==> src/rtl/get_stream_fsm_if.sv <==
// Handshake bundle between the GET sub-FSM and its surroundings: the command
// side, the key-store lookup/verdict path, the beat stream and the status flags.
`timescale 1ns/1ps
interface get_stream_fsm_if #(
  parameter int KEY_W  = 32,
  parameter int VAL_W  = 64,
  parameter int BEAT_W = 32
);
  logic              en;
  logic              enter;
  logic [KEY_W-1:0]  key_i;
  logic              lookup_req_o;
  logic [KEY_W-1:0]  lookup_key_o;
  logic              hit_valid_i;
  logic              hit_i;
  logic [VAL_W-1:0]  rd_data_i;
  logic              out_valid_o;
  logic              out_ready_i;
  logic [BEAT_W-1:0] out_data_o;
  logic              out_last_o;
  logic              done_o;
  logic              miss_o;
  logic              timeout_o;
  logic              busy_o;

  // The FSM side
  modport master (
    input  en, enter, key_i, hit_valid_i, hit_i, rd_data_i, out_ready_i,
    output lookup_req_o, lookup_key_o, out_valid_o, out_data_o, out_last_o,
           done_o, miss_o, timeout_o, busy_o
  );

  // The controller / key store / consumer side
  modport slave (
    output en, enter, key_i, hit_valid_i, hit_i, rd_data_i, out_ready_i,
    input  lookup_req_o, lookup_key_o, out_valid_o, out_data_o, out_last_o,
           done_o, miss_o, timeout_o, busy_o
  );
endinterface

==> src/rtl/get_stream_fsm.sv <==
// GET sub-FSM of the cache controller. Latches the key on enter, fires a
// one-cycle lookup strobe, waits (bounded) for a hit/miss verdict and on a hit
// streams the value out LS beat first over valid/ready, finishing with a
// one-cycle done pulse plus miss/timeout status.
`timescale 1ns/1ps
module get_stream_fsm #(
  parameter int KEY_W   = 32,
  parameter int VAL_W   = 64,
  parameter int BEAT_W  = 32,
  parameter int TIMEOUT = 15
) (
  input logic              clk,
  input logic              rst_n,
  get_stream_fsm_if.master bus
);

  localparam int BEATS   = (VAL_W + BEAT_W - 1) / BEAT_W;
  localparam int SHIFT_W = BEATS * BEAT_W;
  localparam int BEAT_CW = (BEATS > 1) ? $clog2(BEATS) : 1;
  localparam int CNT_W   = $clog2(TIMEOUT + 1);

  localparam logic [BEAT_CW-1:0] LAST_BEAT = BEAT_CW'(BEATS - 1);
  localparam logic [CNT_W-1:0]   CNT_LIMIT = CNT_W'(TIMEOUT - 1);

  typedef enum logic [2:0] {
    ST_IDLE,
    ST_LOOKUP,
    ST_WAIT,
    ST_STREAM,
    ST_DONE
  } state_t;

  state_t             state;
  logic [KEY_W-1:0]   key_q;
  logic [SHIFT_W-1:0] shift_q;
  logic [BEAT_CW-1:0] beat_q;
  logic [CNT_W-1:0]   cnt_q;
  logic               lookup_req_q;
  logic               valid_q;
  logic               last_q;
  logic               done_q;
  logic               miss_q;
  logic               timeout_q;
  logic               busy_q;

  logic [BEAT_CW-1:0] beat_next;
  logic [CNT_W-1:0]   cnt_next;

  assign beat_next = beat_q + BEAT_CW'(1);
  assign cnt_next  = cnt_q + CNT_W'(1);

  // Valid is the only output that sees en directly: a frozen stream must
  // drop its valid in the same cycle so no beat can be taken while stalled.
  assign bus.lookup_req_o = lookup_req_q;
  assign bus.lookup_key_o = key_q;
  assign bus.out_valid_o  = valid_q & bus.en;
  assign bus.out_data_o   = shift_q[BEAT_W-1:0];
  assign bus.out_last_o   = last_q;
  assign bus.done_o       = done_q;
  assign bus.miss_o       = miss_q;
  assign bus.timeout_o    = timeout_q;
  assign bus.busy_o       = busy_q;

  // State machine; each transition also sets the registered outputs for the state it enters.
  always_ff @(posedge clk or negedge rst_n) begin
    if (!rst_n) begin
      state        <= ST_IDLE;
      key_q        <= '0;
      shift_q      <= '0;
      beat_q       <= '0;
      cnt_q        <= '0;
      lookup_req_q <= 1'b0;
      valid_q      <= 1'b0;
      last_q       <= 1'b0;
      done_q       <= 1'b0;
      miss_q       <= 1'b0;
      timeout_q    <= 1'b0;
      busy_q       <= 1'b0;
    end else if (bus.en) begin
      if (bus.enter) begin
        // A new GET restarts from scratch and drops any in-flight one silently.
        state        <= ST_LOOKUP;
        key_q        <= bus.key_i;
        shift_q      <= '0;
        beat_q       <= '0;
        cnt_q        <= '0;
        lookup_req_q <= 1'b1;
        valid_q      <= 1'b0;
        last_q       <= 1'b0;
        done_q       <= 1'b0;
        miss_q       <= 1'b0;
        timeout_q    <= 1'b0;
        busy_q       <= 1'b1;
      end else begin
        case (state)
          ST_IDLE: begin
            busy_q <= 1'b0;
          end

          ST_LOOKUP: begin
            state        <= ST_WAIT;
            lookup_req_q <= 1'b0;
            cnt_q        <= '0;
          end

          ST_WAIT: begin
            if (bus.hit_valid_i && bus.hit_i) begin
              state   <= ST_STREAM;
              shift_q <= SHIFT_W'(bus.rd_data_i);
              beat_q  <= '0;
              valid_q <= 1'b1;
              last_q  <= (BEATS == 1);
            end else if (bus.hit_valid_i) begin
              state  <= ST_DONE;
              miss_q <= 1'b1;
              done_q <= 1'b1;
            end else if (cnt_q == CNT_LIMIT) begin
              state     <= ST_DONE;
              timeout_q <= 1'b1;
              done_q    <= 1'b1;
            end else begin
              cnt_q <= cnt_next;
            end
          end

          ST_STREAM: begin
            if (bus.out_ready_i) begin
              shift_q <= shift_q >> BEAT_W;
              if (beat_q == LAST_BEAT) begin
                state   <= ST_DONE;
                valid_q <= 1'b0;
                last_q  <= 1'b0;
                done_q  <= 1'b1;
              end else begin
                beat_q <= beat_next;
                last_q <= (beat_next == LAST_BEAT);
              end
            end
          end

          ST_DONE: begin
            state     <= ST_IDLE;
            done_q    <= 1'b0;
            miss_q    <= 1'b0;
            timeout_q <= 1'b0;
            busy_q    <= 1'b0;
          end

          default: begin
            state        <= ST_IDLE;
            lookup_req_q <= 1'b0;
            valid_q      <= 1'b0;
            last_q       <= 1'b0;
            done_q       <= 1'b0;
            miss_q       <= 1'b0;
            timeout_q    <= 1'b0;
            busy_q       <= 1'b0;
          end
        endcase
      end
    end
  end

endmodule

==> src/flat_wrapper.sv <==
// flat-port wrapper written by rule: the top's interface ports become plain ports
module get_stream_fsm_flat 
#(
  parameter int KEY_W   = 32,
  parameter int VAL_W   = 64,
  parameter int BEAT_W  = 32,
  parameter int TIMEOUT = 15
)
  (clk, rst_n, bus_en, bus_enter, bus_key_i, bus_hit_valid_i, bus_hit_i, bus_rd_data_i, bus_out_ready_i, bus_lookup_req_o, bus_lookup_key_o, bus_out_valid_o, bus_out_data_o, bus_out_last_o, bus_done_o, bus_miss_o, bus_timeout_o, bus_busy_o);
  get_stream_fsm_if #(.KEY_W(KEY_W), .VAL_W(VAL_W), .BEAT_W(BEAT_W)) bus_i ();
  input logic clk;
  input logic rst_n;
  input wire logic [$bits(bus_i.en)-1:0] bus_en;
  input wire logic [$bits(bus_i.enter)-1:0] bus_enter;
  input wire logic [$bits(bus_i.key_i)-1:0] bus_key_i;
  input wire logic [$bits(bus_i.hit_valid_i)-1:0] bus_hit_valid_i;
  input wire logic [$bits(bus_i.hit_i)-1:0] bus_hit_i;
  input wire logic [$bits(bus_i.rd_data_i)-1:0] bus_rd_data_i;
  input wire logic [$bits(bus_i.out_ready_i)-1:0] bus_out_ready_i;
  output wire logic [$bits(bus_i.lookup_req_o)-1:0] bus_lookup_req_o;
  output wire logic [$bits(bus_i.lookup_key_o)-1:0] bus_lookup_key_o;
  output wire logic [$bits(bus_i.out_valid_o)-1:0] bus_out_valid_o;
  output wire logic [$bits(bus_i.out_data_o)-1:0] bus_out_data_o;
  output wire logic [$bits(bus_i.out_last_o)-1:0] bus_out_last_o;
  output wire logic [$bits(bus_i.done_o)-1:0] bus_done_o;
  output wire logic [$bits(bus_i.miss_o)-1:0] bus_miss_o;
  output wire logic [$bits(bus_i.timeout_o)-1:0] bus_timeout_o;
  output wire logic [$bits(bus_i.busy_o)-1:0] bus_busy_o;
  assign bus_i.en = bus_en;
  assign bus_i.enter = bus_enter;
  assign bus_i.key_i = bus_key_i;
  assign bus_i.hit_valid_i = bus_hit_valid_i;
  assign bus_i.hit_i = bus_hit_i;
  assign bus_i.rd_data_i = bus_rd_data_i;
  assign bus_i.out_ready_i = bus_out_ready_i;
  assign bus_lookup_req_o = bus_i.lookup_req_o;
  assign bus_lookup_key_o = bus_i.lookup_key_o;
  assign bus_out_valid_o = bus_i.out_valid_o;
  assign bus_out_data_o = bus_i.out_data_o;
  assign bus_out_last_o = bus_i.out_last_o;
  assign bus_done_o = bus_i.done_o;
  assign bus_miss_o = bus_i.miss_o;
  assign bus_timeout_o = bus_i.timeout_o;
  assign bus_busy_o = bus_i.busy_o;
  get_stream_fsm #(.KEY_W(KEY_W), .VAL_W(VAL_W), .BEAT_W(BEAT_W), .TIMEOUT(TIMEOUT)) u_core (.clk(clk), .rst_n(rst_n), .bus(bus_i));
endmodule
==> config.mk <==
export PLATFORM = sky130hd
export DESIGN_NAME = get_stream_fsm_flat
export DESIGN_NICKNAME = d
export VERILOG_FILES = /design/src/rtl/get_stream_fsm_if.sv /design/src/rtl/get_stream_fsm.sv /design/src/flat_wrapper.sv
export SDC_FILE = /design/constraint.sdc
export NUM_CORES = 1
export LEC_CHECK = 0
export ABC_AREA = 1
export CORE_UTILIZATION = 52
export CTS_BUF_LIST = sky130_fd_sc_hd__clkbuf_4
export DETAILED_ROUTE_END_ITERATION = 7
export PLACE_DENSITY_LB_ADDON = 0.12
export SETUP_SLACK_MARGIN = 0.5
export SKIP_CTS_REPAIR_TIMING = 1
export SLEW_MARGIN = 20
export SYNTH_ARGS = -nofsm -noshare
export SYNTH_HDL_FRONTEND = slang
export SYNTH_SLANG_ARGS = --single-unit
==> constraint.sdc <==
create_clock -name clk -period 2.6 [get_ports clk]
set_input_delay 0.26 -clock clk [delete_from_list [all_inputs] [get_ports clk]]
set_output_delay 0.26 -clock clk [all_outputs]
set_load 0.01 [all_outputs]
Word level (Yosys, flattened, before mapping)
Cells that the tools add are included.
W data, S select, Z words.

word-level totals
  flip-flop bits (word level) = 111
  memories = 0
  RAM bits = 0
  output and inout port bits = 71
  latch bits = 0
  bits in read-only memories = 0
  logic and storage cells = 105

operators by class
  shift operators = 0
  reductions and logical operators = 20
  mux-type cells = 49
  divide/modulo/power cells = 0
  multipliers = 0
  magnitude comparators = 0
  add/sub/neg operators = 2
  bitwise operators = 1
  equality and inequality tests = 21

operators by type and width
  kind                   number
  $mux W64               3
  $pmux W64 S2           1
  $mux W1                27
  $reduce_and A5 Y1      4
  $mux W3                6
  $mux W4                4
  $ne A3 B3 Y1 const B   5
  $pmux W3 S4            1
  $reduce_and A4 Y1      3
  $ne A2 B1 Y1 const B   5
  $ne A3 B2 Y1 const B   3
  $pmux W1 S3            3
  $reduce_or A3 Y1       3
  $pmux W4 S2            1
  $eq A3 B2 Y1 const B   2
  $pmux W1 S2            3
  $reduce_and A2 Y1      3
  $reduce_and A6 Y1      1
  $reduce_bool A3 Y1     2
  $ne A5 B3 Y1 const B   1
  $add A4 B1 Y4 const B  1
  $eq A4 B4 Y1 const B   1
  $ne A4 B3 Y1 const B   1
  $reduce_or A4 Y1       1
  8 further kinds        8

Logic depth before layout (Yosys ltp)
Gate-level depths: netlist of the first run.

  word-level depth = 6
  gate-level depth with buffers = 11

Least setup slack after synthesis of the first run
OpenSTA, ideal clock, no wires.

  path kind = flip-flop to flip-flop
  from = register u_core.state[0]
  to = register u_core.shift_q[47]
  path buffers = 3
  arrival = 1300 ps
  cell stages (with the launch flop) = 12
  path slack = 1182 ps
  required time = 2482 ps
  path through = dfrtp_1 buf_4 inv_4 nor2_8 nand2_1 nand2_2 inv_2 nand3_2 buf_6 buf_6 nand2_1 nand2_1

between the ends
  cells in the longest elaborated chain, start to end = 3
  elaborated cells on any way between the ends = 8
  those cells by class = eq/ne (4); mux (2); reduce/logical (2)

ends and longest elaborated chain
  item                                                     line                   source
  from (decl)                                              get_stream_fsm.sv:33   state_t state;
  from (signal assigned)                                   get_stream_fsm.sv:67   state <= ST_IDLE;
  from (signal assigned)                                   get_stream_fsm.sv:82   state <= ST_LOOKUP;
  from (signal assigned)                                   get_stream_fsm.sv:101  state <= ST_WAIT;
  $eq A3 B2 Y1                                             get_stream_fsm.sv:95   case (state)
  $ne A3 B2 Y1 (no line), or another cell as far along     -
  $reduce_and A4 Y1 (no line) or $mux W64 (tied branches)  -
  to (signal assigned)                                     get_stream_fsm.sv:109  shift_q <= SHIFT_W'(bus.rd_data_i);
  to (signal assigned)                                     get_stream_fsm.sv:128  shift_q <= shift_q >> BEAT_W;
  to (decl)                                                get_stream_fsm.sv:35   logic [SHIFT_W-1:0] shift_q;

Several ways; a longest one is shown, not always the timed one.
A chain may end at the register's enable or synchronous reset.

Worst setup path in the final report of the first run
  from = register u_core.state[2]
  to = register u_core.shift_q[47]

Same word-level chain as after synthesis.

==> results.md, run 1 <==
* Power Density at 687 mW/mm^2
* Worst slew pin tran at 642 ps
* Worst hold-check path type: input port to asynchronous set/reset pin
* Worst Path Max Fanout at 39
* Share of layout cells above drive strength 1 at 9.46%
* Setup CP Type: register to register
* Skew-Pair Late Insertion Delay at 470 ps
* Sequential share of the synthesized area at 50.0%
* CP Cell Sequence: inv_2, nand2_4, nor2_8, nand2_1, nand2_2, inv_2, nand3_2, buf_6, nand2_1, nand2_1
* Initial antenna violation count at 1
* Critical Path RT at 3010 ps
* DP HPWL at 9190 microns
* Post-Syn Nets at 780
* M1 WL at 5600 microns
* Clock-pin slew of the registers on the worst-case setup and hold paths at 170 ps
* Area of the multi-input gates at 0.00210 sq mm
* Critical Path Sink Type: register
* Clock buffer depth at 2
* Most used cell, CP: nand2_1
* Tcrit/Tclk final at 76.6%
* Final Hold Viols at 0
* Final WL at 13,300 microns
* CP arrival at 2400 ps
* GR Overflow Total at 0
* Cells after Synth at 675
* CTS root buffer: clkbuf_4
* Drt wl/cell at 14.0 microns
* ANT nets after route at 0
* #FFs+latches synth at 111
* IO Pins at 174
* Worst VDD drop at 391 uV
* Placeable Area at 0.0103 sq mm
* Fmax at 502 MHz
* Final instance area at 0.00730 sq mm
* Routed vias at 4,719
* Die width at 105 microns
* IO Port Bufs at 173
* FF/Latch Area at 0.00278 sq mm
* Max-cap violations at 0
* Top layer in use: met5
* Vias in the first global route at 4,692
* # H-tree levels at 3
* Setup TNS at 0 ps
* Area grow syn2layout at 31.3%
* Synth area leaders: dfrtp_1 50%, nand2_1 18%, mux2_2 6.5%
* Fillers at 804
* Cell area after synthesis at 0.00556 sq mm
* Length of routed met2 wiring at 6220 microns
* Yosys top cell by area: dfrtp_1
* Startpoint types: register
* Vias/cell at 4.97
* Post-synth top area share at 50.0%
* Yosys cell types at 30
* Drt initial violations at 227
* Initial cell density of the core at 53.8%
* Lkg Pwr at 3.67 nW
* Die Y at 105 microns
* Ant diodes at 0
* Die ar. at 0.0111 sq mm
* Total Routing Usage GR at 24.4%
* GPL Wtd Cong at 0.871
* Status: complete, no violations
* Max-slew violations at 0
* Placed cell area at 0.00712 sq mm
* Worst R2R Path Depth at 10
* Worst path max stage delay at 490 ps
* Clk sink count at 111
* Fin crit period at 1990 ps
* Pre-antenna DRT Iters at 5
* Number of CTS-inserted buffers at 9
* Worst path slowest cell: dfrtp_1
* Synth Area per Inst at 8.24 sq um
* YS warnings at 0
* Row count at 37
* Met3 WL at 1160 microns
* CTS tree: built
* Largest net degree at the start of global routing at 56
* Rel. slew slack at 57.1%
* Final net count at 916
* First-pass GRT wire length at 21,800 microns
* RSZ-0062 raised after global routing: true
* Final setup vio count at 0
* Post-detailed-route DRC marker count at 0
* Clock Skew at 22.3 ps
==> path summary, 6_finish.rpt <==
kind                                    start                  to  slack (ps)
min                                     rst_n  u_core.shift_q[37]         330
max in group asynchronous               rst_n     u_core.state[1]        1480
min in group clk            bus_rd_data_i[40]  u_core.shift_q[40]         390
min reg2reg                u_core.shift_q[22]  u_core.shift_q[22]         490
max reg2reg                   u_core.state[2]  u_core.shift_q[47]         610
max                           u_core.state[2]  u_core.shift_q[47]         610
==> final cells by class <==
class                   instances  share of cell area [%]
clock buffers                  10                    1.03
repair buffers                186                    25.8
clock inverters                 4                   0.343
inverters                      70                    3.63
multi-input cells             433                    28.7
flip-flops and latches        111                    38.1
well taps                     136                    2.33
==> critical path, delay by kind of cell, from the launching register on <==
family | cells | cell delay (ps)
buffers and inverters | 3 | 510
and+or+nand+nor | 7 | 930
DFF | 1 | 490
==> sequential cells by signal, indices dropped and copies added (netlist names), 3 cells and up <==
register,count
u_core.bus.lookup_key_o,32
u_core.shift_q,64
u_core.cnt_q,4
u_core.state,3
==> cells in the mapped netlist <==
| master | n |
|---|---|
| a21oi_1 | 1 |
| buf_1 | 1 |
| buf_2 | 13 |
| buf_4 | 38 |
| buf_6 | 6 |
| clkbuf_1 | 4 |
| clkinv_1 | 1 |
| dfrtp_1 | 111 |
| ha_1 | 2 |
| inv_1 | 65 |
| inv_2 | 3 |
| inv_4 | 1 |
| mux2_2 | 32 |
| nand2_1 | 267 |
| nand2_2 | 3 |
| nand2_4 | 1 |
| nand3_1 | 17 |
| nand3_2 | 1 |
| nand3_4 | 1 |
| nand4_1 | 9 |
| nor2_1 | 43 |
| nor2_2 | 1 |
| nor2_4 | 2 |
| nor2_8 | 1 |
| nor3_1 | 2 |
| nor3b_1 | 7 |
| o21ai_0 | 39 |
| o21ai_1 | 1 |
| or2_2 | 1 |
| xor2_1 | 1 |
==> kinds of logic (layout without fill, tap and decap cells) <==
kind of cell / count (synthesis) / in the layout / share of synthesized area (%)
and+or+nand+nor: 356 / 357 / 26.6
buffers and inverters: 132 / 270 / 12.6
DFF: 111 / 111 / 50.0
AOI/OAI and AO/OA: 41 / 41 / 3.69
muxes: 32 / 32 / 6.48
adders and majority gates: 2 / 2 / 0.450
xor gates and xnor gates: 1 / 1 / 0.158
==> layout by cell type (no fill, tap or decap) <==
cell type	n
dlygate4sd3_1	1
clkinv_2	1
nand2_1	267
clkdlybuf4s50_1	172
buf_16	2
clkinvlp_4	1
buf_6	1
inv_1	65
nand3_4	1
or2_2	1
nand3_2	1
nor2_4	2
nor2_2	2
clkinv_4	1
inv_4	1
buf_4	9
inv_2	3
buf_12	1
nand2_4	1
a21oi_1	1
mux2_2	32
nor2_1	43
dfrtp_1	109
clkbuf_4	10
clkinv_1	2
nand2_2	3
xor2_1	1
nand4_1	9
nor3_1	2
ha_1	2
nor2_8	1
dfrtp_2	2
o21ai_0	39
nand3_1	17
nor3b_1	7
o21ai_4	1
==> power breakdown <==
part / internal (mW) / leakage (nW) / switching (mW) / total (mW)
Sequential: 2.15 / 1.42 / 0.276 / 2.43
Clock: 0.195 / 0.0558 / 0.542 / 0.738
Combinational: 0.924 / 2.20 / 0.924 / 1.85
Total: 3.27 / 3.67 / 1.74 / 5.02
==> routing by layer <==
metal,up-vias,track usage (%)
li1,2311,-
met1,2204,31.6
met2,178,39.8
met3,24,6.74
met4,2,7.95
met5,-,0
==> per-stage QoR <==
| step | util, % | power, mW | hold WS, ps | setup WS (ps) | std cells |
|---|---|---|---|---|---|
| finish | 70.7 | 5.02 | 332 | 609 | 950 |
| global route | 70.7 | 5.35 | 369 | 473 | 950 |
| CTS | 69.9 | 5.00 | -201 | 329 | 946 |
| detailed placement | 69.0 | 4.26 | 318 | 21.9 | 932 |
| global placement | 69.0 | 4.20 | 307 | 102 | 932 |
| floorplan | - | 3.59 | -35.6 | 1180 | 675 |
Note: power is estimated with default switching activity, not from simulation.
==> inputs of run 2 (changes only) <==
--- a/config.mk
+++ b/config.mk
@@ -6,7 +6,7 @@
 export NUM_CORES = 1
 export LEC_CHECK = 0
 export ABC_AREA = 1
-export CORE_UTILIZATION = 52
+export CORE_UTILIZATION = 48
 export CTS_BUF_LIST = sky130_fd_sc_hd__clkbuf_4
 export DETAILED_ROUTE_END_ITERATION = 7
 export PLACE_DENSITY_LB_ADDON = 0.12
==> constraint.sdc (replaced) <==
create_clock -name clk -period 2 [get_ports clk]
set_input_delay 0.2 -clock clk [delete_from_list [all_inputs] [get_ports clk]]
set_output_delay 0.2 -clock clk [all_outputs]
set_load 0.01 [all_outputs]
==> run 2 against run 1 <==
  * First-iteration DRC count is 15% higher
  * Hold slack worse by 68 ps
  * Fmax is 23% higher
  * Critical path depth is 1 higher
  * Critical path type unchanged
  * Total power is 51% higher
==> results.md, run 2 (synthesis gave the netlist of run 1 again) <==
* Max reg flops at 64 (unchanged)
* Initial cell density of the core at 50.2% (was 53.8%)
* Ant diodes at 0 (unchanged)
* CTS tree: built (unchanged)
* Placed cell area at 0.00723 sq mm (was 0.00712 sq mm)
* Met2 Usage GRT at 36.3% (was 39.8%)
* CP arrival at 2030 ps (was 2400 ps)
* Fmax at 618 MHz (was 502 MHz)
* Drt initial violations at 260 (was 227)
* Die width at 110 microns (was 105 microns)
* Final instance area at 0.00852 sq mm (was 0.00730 sq mm)
* Vias in the first global route at 4,557 (was 4,692)
* Clock buffer depth at 2 (unchanged)
* Worst Path Max Fanout at 8 (was 39)
* ANT nets after route at 0 (unchanged)
* Largest Register: u_core.shift_q (unchanged)
* Skew-Pair Late Insertion Delay at 450 ps (was 470 ps)
* Fin crit period at 1620 ps (was 1990 ps)
* Lkg Pwr at 5.07 nW (was 3.67 nW)
* Fillers at 770 (was 804)
* Critical Path Sink Type: register (unchanged)
* Post-detailed-route DRC marker count at 0 (unchanged)
* Worst R2R Path Depth at 11 (was 10)
* Most frequent cells in the layout: 217 x nand2_1, 109 x dfrtp_1, 99 x clkdlybuf4s50_1, 73 x dlymetal6s2s_1, 64 x inv_1 (was 267 x nand2_1, 172 x clkdlybuf4s50_1, 109 x dfrtp_1, 65 x inv_1, 43 x nor2_1)
* Setup ws final at 382 ps (was 609 ps)
* Final WL at 16,100 microns (was 13,300 microns)
* Most common cell after layout, fill and taps aside: nand2_1 (unchanged)
* Vias/cell at 5.03 (was 4.97)
* Rel. slew slack at 60.2% (was 57.1%)
* Placeable Area at 0.0111 sq mm (was 0.0103 sq mm)
* # H-tree levels at 3 (unchanged)
* Worst slew pin tran at 596 ps (was 642 ps)
* Drt wl/cell at 16.0 microns (was 14.0 microns)
* Met3 Usage GRT at 8.77% (was 6.74%)
* IO Pins at 174 (unchanged)
* Setup CP Type: register to register (unchanged)
* Critical Path RT at 2410 ps (was 3010 ps)
* Final net count at 967 (was 916)
* IO Port Bufs at 173 (unchanged)
* Pre-antenna DRT Iters at 8 (was 5)
* Routed vias at 5,064 (was 4,719)
* Worst hold-check path type: input port to asynchronous set/reset pin (unchanged)
* Power Total at 7.56 mW (was 5.02 mW)
* Total Routing Usage GR at 22.4% (was 24.4%)
* Number of CTS-inserted buffers at 9 (unchanged)
* Final Hold Viols at 0 (unchanged)
* Power Density at 887 mW/mm^2 (was 687 mW/mm^2)
* CTS root buffer: clkbuf_4 (unchanged)
* Worst VDD drop at 544 uV (was 391 uV)
* Clock Skew at 7.41 ps (was 22.3 ps)
* GR Overflow Total at 0 (unchanged)
* Setup TNS at 0 ps (unchanged)
* GRT busiest layer: met2 (unchanged)
* Share of layout cells above drive strength 1 at 21.3% (was 9.46%)
* Max-slew violations at 0 (unchanged)
* Area grow syn2layout at 53.3% (was 31.3%)
* DP Worst Slack at 48.8 ps (was 21.9 ps)
* Largest net degree at the start of global routing at 66 (was 56)
* Die ar. at 0.0120 sq mm (was 0.0111 sq mm)
* RSZ-0062 raised after global routing: true (unchanged)
* Initial antenna violation count at 0 (was 1)
* Row count at 38 (was 37)
* Met1 usage in global routing at 27.6% (was 31.6%)
* Tcrit/Tclk final at 80.9% (was 76.6%)
* Clock-pin slew of the registers on the worst-case setup and hold paths at 160 ps (was 170 ps)
* DP HPWL at 9300 microns (was 9190 microns)
* Clk sink count at 111 (unchanged)
* Status: complete, no violations (unchanged)
* Final setup vio count at 0 (unchanged)
* First-pass GRT wire length at 20,900 microns (was 21,800 microns)
* Die Y at 110 microns (was 105 microns)
* Max-cap violations at 0 (unchanged)
* Final core utilization at 76.9% (was 70.7%)
* GPL Wtd Cong at 0.845 (was 0.871)
* Startpoint types: register (unchanged)
==> run 2: changes by cell type in the layout (fill, tap and decap cells not counted), moves of 8 or more <==
| cell | previous run | this run |
|---|---|---|
| clkbuf_16 | 0 | 12 |
| o21ai_0 | 39 | 31 |
| nand2_1 | 267 | 217 |
| dlymetal6s2s_1 | 0 | 73 |
| nand2_4 | 1 | 14 |
| clkdlybuf4s50_1 | 172 | 99 |
| nand2_2 | 3 | 38 |
| buf_12 | 1 | 11 |
| buf_4 | 9 | 35 |
| o21ai_1 | 0 | 8 |
==> run 2: cell type report <==
type	count	area [sq um]	area share [%]
Inverter	70	278	3.26
Tap cell	140	175	2.05
Clock buffer	9	67.6	0.793
Timing Repair Buffer	238	2810	32.9
Multi-Input combinational cell	432	2350	27.6
Sequential cell	111	2780	32.6
Clock inverter	7	62.6	0.734
==> run 2: layer usage <==
metal  wire [microns]  share of wire [%]  vias to the layer above
met5                0                  0                        -
met4              333                2.1                        0
met3             1520                9.4                       26
met2             7880                 49                      227
met1             6370                 40                     2391
li1                 -                  -                     2420
==> run 2: worst paths after layout <==
path	start	to	slack, ps
max in group asynchronous	rst_n	u_core.shift_q[24]	1060
setup reg to reg	u_core.state[2]	u_core.shift_q[34]	380
min in group clk	bus_en	u_core.bus.busy_o	290
hold reg to reg	u_core.shift_q[15]	u_core.shift_q[15]	490
setup / recovery	u_core.state[2]	u_core.shift_q[34]	380
hold / removal	rst_n	u_core.shift_q[16]	260
==> run 2: per-stage QoR <==
step / cells / hold slack [ps]
floorplan: 675 / -95.6
global placement: 940 / 233
detailed placement: 940 / 238
CTS: 956 / -272
global route: 1007 / 300
finish: 1007 / 263
==> run 2: where the power goes <==
part / total [mW] / switching (mW) / leakage, nW / internal (mW)
Clock: 1.12 / 0.750 / 0.0705 / 0.374
Combinational: 3.24 / 1.53 / 3.58 / 1.71
Sequential: 3.19 / 0.390 / 1.42 / 2.80
Total: 7.56 / 2.67 / 5.07 / 4.89
==> run 2: worst max-delay path, cell delays in order (launching register included) <==
cell       delay, ps
dfrtp_2          480
inv_2             80
nand2_4           90
nor2_8           160
nand2_4           80
nand2_8           90
inv_8             40
nand3_4           80
clkbuf_16        170
clkbuf_16        180
nand2_2           50
nand2_1           60
==> inputs of run 3 (changes only) <==
==> constraint.sdc (replaced) <==
create_clock -name clk -period 1.56 [get_ports clk]
set_input_delay 0.156 -clock clk [delete_from_list [all_inputs] [get_ports clk]]
set_output_delay 0.156 -clock clk [all_outputs]
set_load 0.01 [all_outputs]
==> run 3 against run 2 <==
  * The run now ends with setup timing left
  * Clock skew is 14 ps higher
  * Critical path depth down 1
  * Setup slack lost 430 ps
  * Sequential share of layout area grew 2.9 points
  * Sequential power is 26% higher
==> results.md, run 3 (synthesis gave the netlist of run 1 again) <==
* Vias/cell at 4.86 (was 5.03)
* Clk sink count at 111 (unchanged)
* Setup CP Type: register to register (unchanged)
* Power Total at 8.95 mW (was 7.56 mW)
* Vias in the first global route at 4,530 (was 4,557)
* CTS root buffer: clkbuf_4 (unchanged)
* Tcrit/Tclk final at 103% (was 80.9%)
* Critical Path Sink Type: register (unchanged)
* Drt wl/cell at 14.3 microns (was 16.0 microns)
* Final setup vio count at 49 (was 0)
* IO Pins at 174 (unchanged)
* # H-tree levels at 3 (unchanged)
* Switching power at 3.23 mW (was 2.67 mW)
* Crit Reg-Reg Startpoint: u_core.state[2] (unchanged)
* Worst R2R Path Depth at 10 (was 11)
* Sw Share at 36.1% (was 35.3%)
* Setup ws final at -43.9 ps (was 382 ps)
* Clock Skew at 21.0 ps (was 7.41 ps)
* Power share of the combinational group at 40.9% (was 42.9%)
* GRT busiest layer: met2 (unchanged)
* Met3 Usage GRT at 6.58% (was 8.77%)
* DP Cell Count at 959 (was 940)
* Row count at 38 (unchanged)
* Largest Register: u_core.shift_q (unchanged)
* Fillers at 888 (was 770)
* Die Y at 110 microns (unchanged)
* Max-slew violations at 0 (unchanged)
* DP HPWL at 9830 microns (was 9300 microns)
* Clock buffer depth at 2 (unchanged)
* Ant diodes at 0 (unchanged)
* ANT nets after route at 0 (unchanged)
* Worst hold-check path type: input port to asynchronous set/reset pin (unchanged)
* Final net count at 976 (was 967)
* Pre-antenna DRT Iters at 5 (was 8)
* Non-filler cells, final at 1,016 (was 1,007)
* Power Density at 1140 mW/mm^2 (was 887 mW/mm^2)
* Worst slew pin tran at 360 ps (was 596 ps)
* Worst Path Max Fanout at 33 (was 8)
* First-pass GRT wire length at 21,000 microns (was 20,900 microns)
* Final Hold Viols at 0 (unchanged)
* Critical Path RT at 1920 ps (was 2410 ps)
* RSZ-0062 raised after global routing: true (unchanged)
* P_int at 5.72 mW (was 4.89 mW)
* Initial antenna violation count at 0 (unchanged)
* IO Port Bufs at 173 (unchanged)
* Worst setup path start: u_core.state[2] (unchanged)
* Failing checks: setup timing
* Fmax at 623 MHz (was 618 MHz)
* Status: finished with violations (was complete, no violations)
* Drt initial violations at 209 (was 260)
* Most common cell after layout, fill and taps aside: nand2_1 (unchanged)
* Die ar. at 0.0120 sq mm (unchanged)
* Max reg flops at 64 (unchanged)
* Post-detailed-route DRC marker count at 0 (unchanged)
* Die width at 110 microns (unchanged)
* R2r setup slk at -40 ps (was 380 ps)
* Max-cap violations at 0 (unchanged)
* Largest net degree at the start of global routing at 48 (was 66)
* Met2 Usage GRT at 37.5% (was 36.3%)
* Rel. slew slack at 76.0% (was 60.2%)
* Share of layout cells above drive strength 1 at 27.1% (was 21.3%)
* Fin crit period at 1600 ps (was 1620 ps)
* Worst VDD drop at 567 uV (was 544 uV)
* Met1 usage in global routing at 28.5% (was 27.6%)
* Most frequent cells in the layout: 249 x nand2_1, 108 x dfrtp_1, 99 x clkdlybuf4s50_1, 65 x inv_1, 52 x buf_4 (was 217 x nand2_1, 109 x dfrtp_1, 99 x clkdlybuf4s50_1, 73 x dlymetal6s2s_1, 64 x inv_1)
* Final WL at 14,500 microns (was 16,100 microns)
* Number of CTS-inserted buffers at 9 (unchanged)
* Reg-to-reg endpoint: u_core.shift_q[39] (was u_core.shift_q[34])
* Routed vias at 4,933 (was 5,064)
* GR Overflow Total at 0 (unchanged)
* Clock share of power at 14.0% (was 14.9%)
* Startpoint types: register (unchanged)
* CP arrival at 1960 ps (was 2030 ps)
* Lkg Pwr at 4.17 nW (was 5.07 nW)
* Clock-pin slew of the registers on the worst-case setup and hold paths at 170 ps (was 160 ps)
* Skew-Pair Late Insertion Delay at 460 ps (was 450 ps)
* Area grow syn2layout at 40.8% (was 53.3%)
* CTS tree: built (unchanged)
* Placeable Area at 0.0111 sq mm (unchanged)
* GPL Wtd Cong at 0.864 (was 0.845)
* Flop pwr share at 45.0% (was 42.2%)
* Initial cell density of the core at 50.2% (unchanged)
* Total Routing Usage GR at 22.8% (was 22.4%)
run 3: changes by cell type in the layout (fill, tap and decap cells not counted), moves of 11 or more:
cell,delta
buf_2,+26
buf_4,+17
buf_6,+13
clkbuf_2,+35
dlymetal6s2s_1,-71
nand2_1,+32
nand2_2,-21
nand2_4,-11
run 3: worst max-delay path, cell delays in order (launching register included):
cell and delay, ps:
dfrtp_2 470, buf_12 140, nor2_4 150, nand3_4 130
inv_4 100, nand2_8 80, nand2_4 80, nor2_4 50
buf_12 160, nand2_1 80, nand2_1 60
run 3: worst max-delay path by stage:
stage / to / slack [ps] / depth (start not counted)
floorplan: u_core.shift_q[47] / 180 / 11
global placement: u_core.shift_q[46] / -120 / 10
detailed placement: u_core.shift_q[39] / -210 / 10
CTS: bus_out_valid_o / -100 / 3
global route: u_core.shift_q[48] / -120 / 10
finish: u_core.shift_q[39] / -40 / 10
run 3: power by group through the flow:
stage	sequential (mW)	combinational, mW	clock (mW)
after global placement	4.03	3.25	0
final	4.03	3.66	1.26
after global routing	4.11	4.02	1.41
after detailed placement	4.07	3.32	0
after CTS	4.01	3.33	1.29
after floorplan	4.03	2.01	0
run 3: routing by layer:
layer,part of all wire (%),vias up
li1,-,2429
met1,40,2292
met2,49,193
met3,8.8,19
met4,1.7,0
met5,0,-
run 3: layout make-up:
type / count / area, sq um / share of cell area [%]
flip-flops and latches: 111 / 2780 / 35.5
repair buffers: 246 / 2240 / 28.6
clock buffers: 9 / 67.6 / 0.863
multi-input cells: 433 / 2250 / 28.8
inverters: 70 / 275 / 3.52
clock inverters: 7 / 37.5 / 0.480
well taps: 140 / 175 / 2.24
run 3: stage by stage:
stage	setup TNS, ps	setup WS, ps	utilization (%)	area (sq um)	hold WS [ps]
2_1_floorplan	0	183	-	5630	-140
3_3_place_gp	-11640	-124	67.3	7460	33.0
3_5_place_dp	-17420	-205	67.3	7460	41.2
4_1_cts	-1910	-104	68.3	7570	-488
5_1_grt	-5280	-118	70.6	7830	75.1
6_report	-1010	-43.9	70.6	7830	81.8
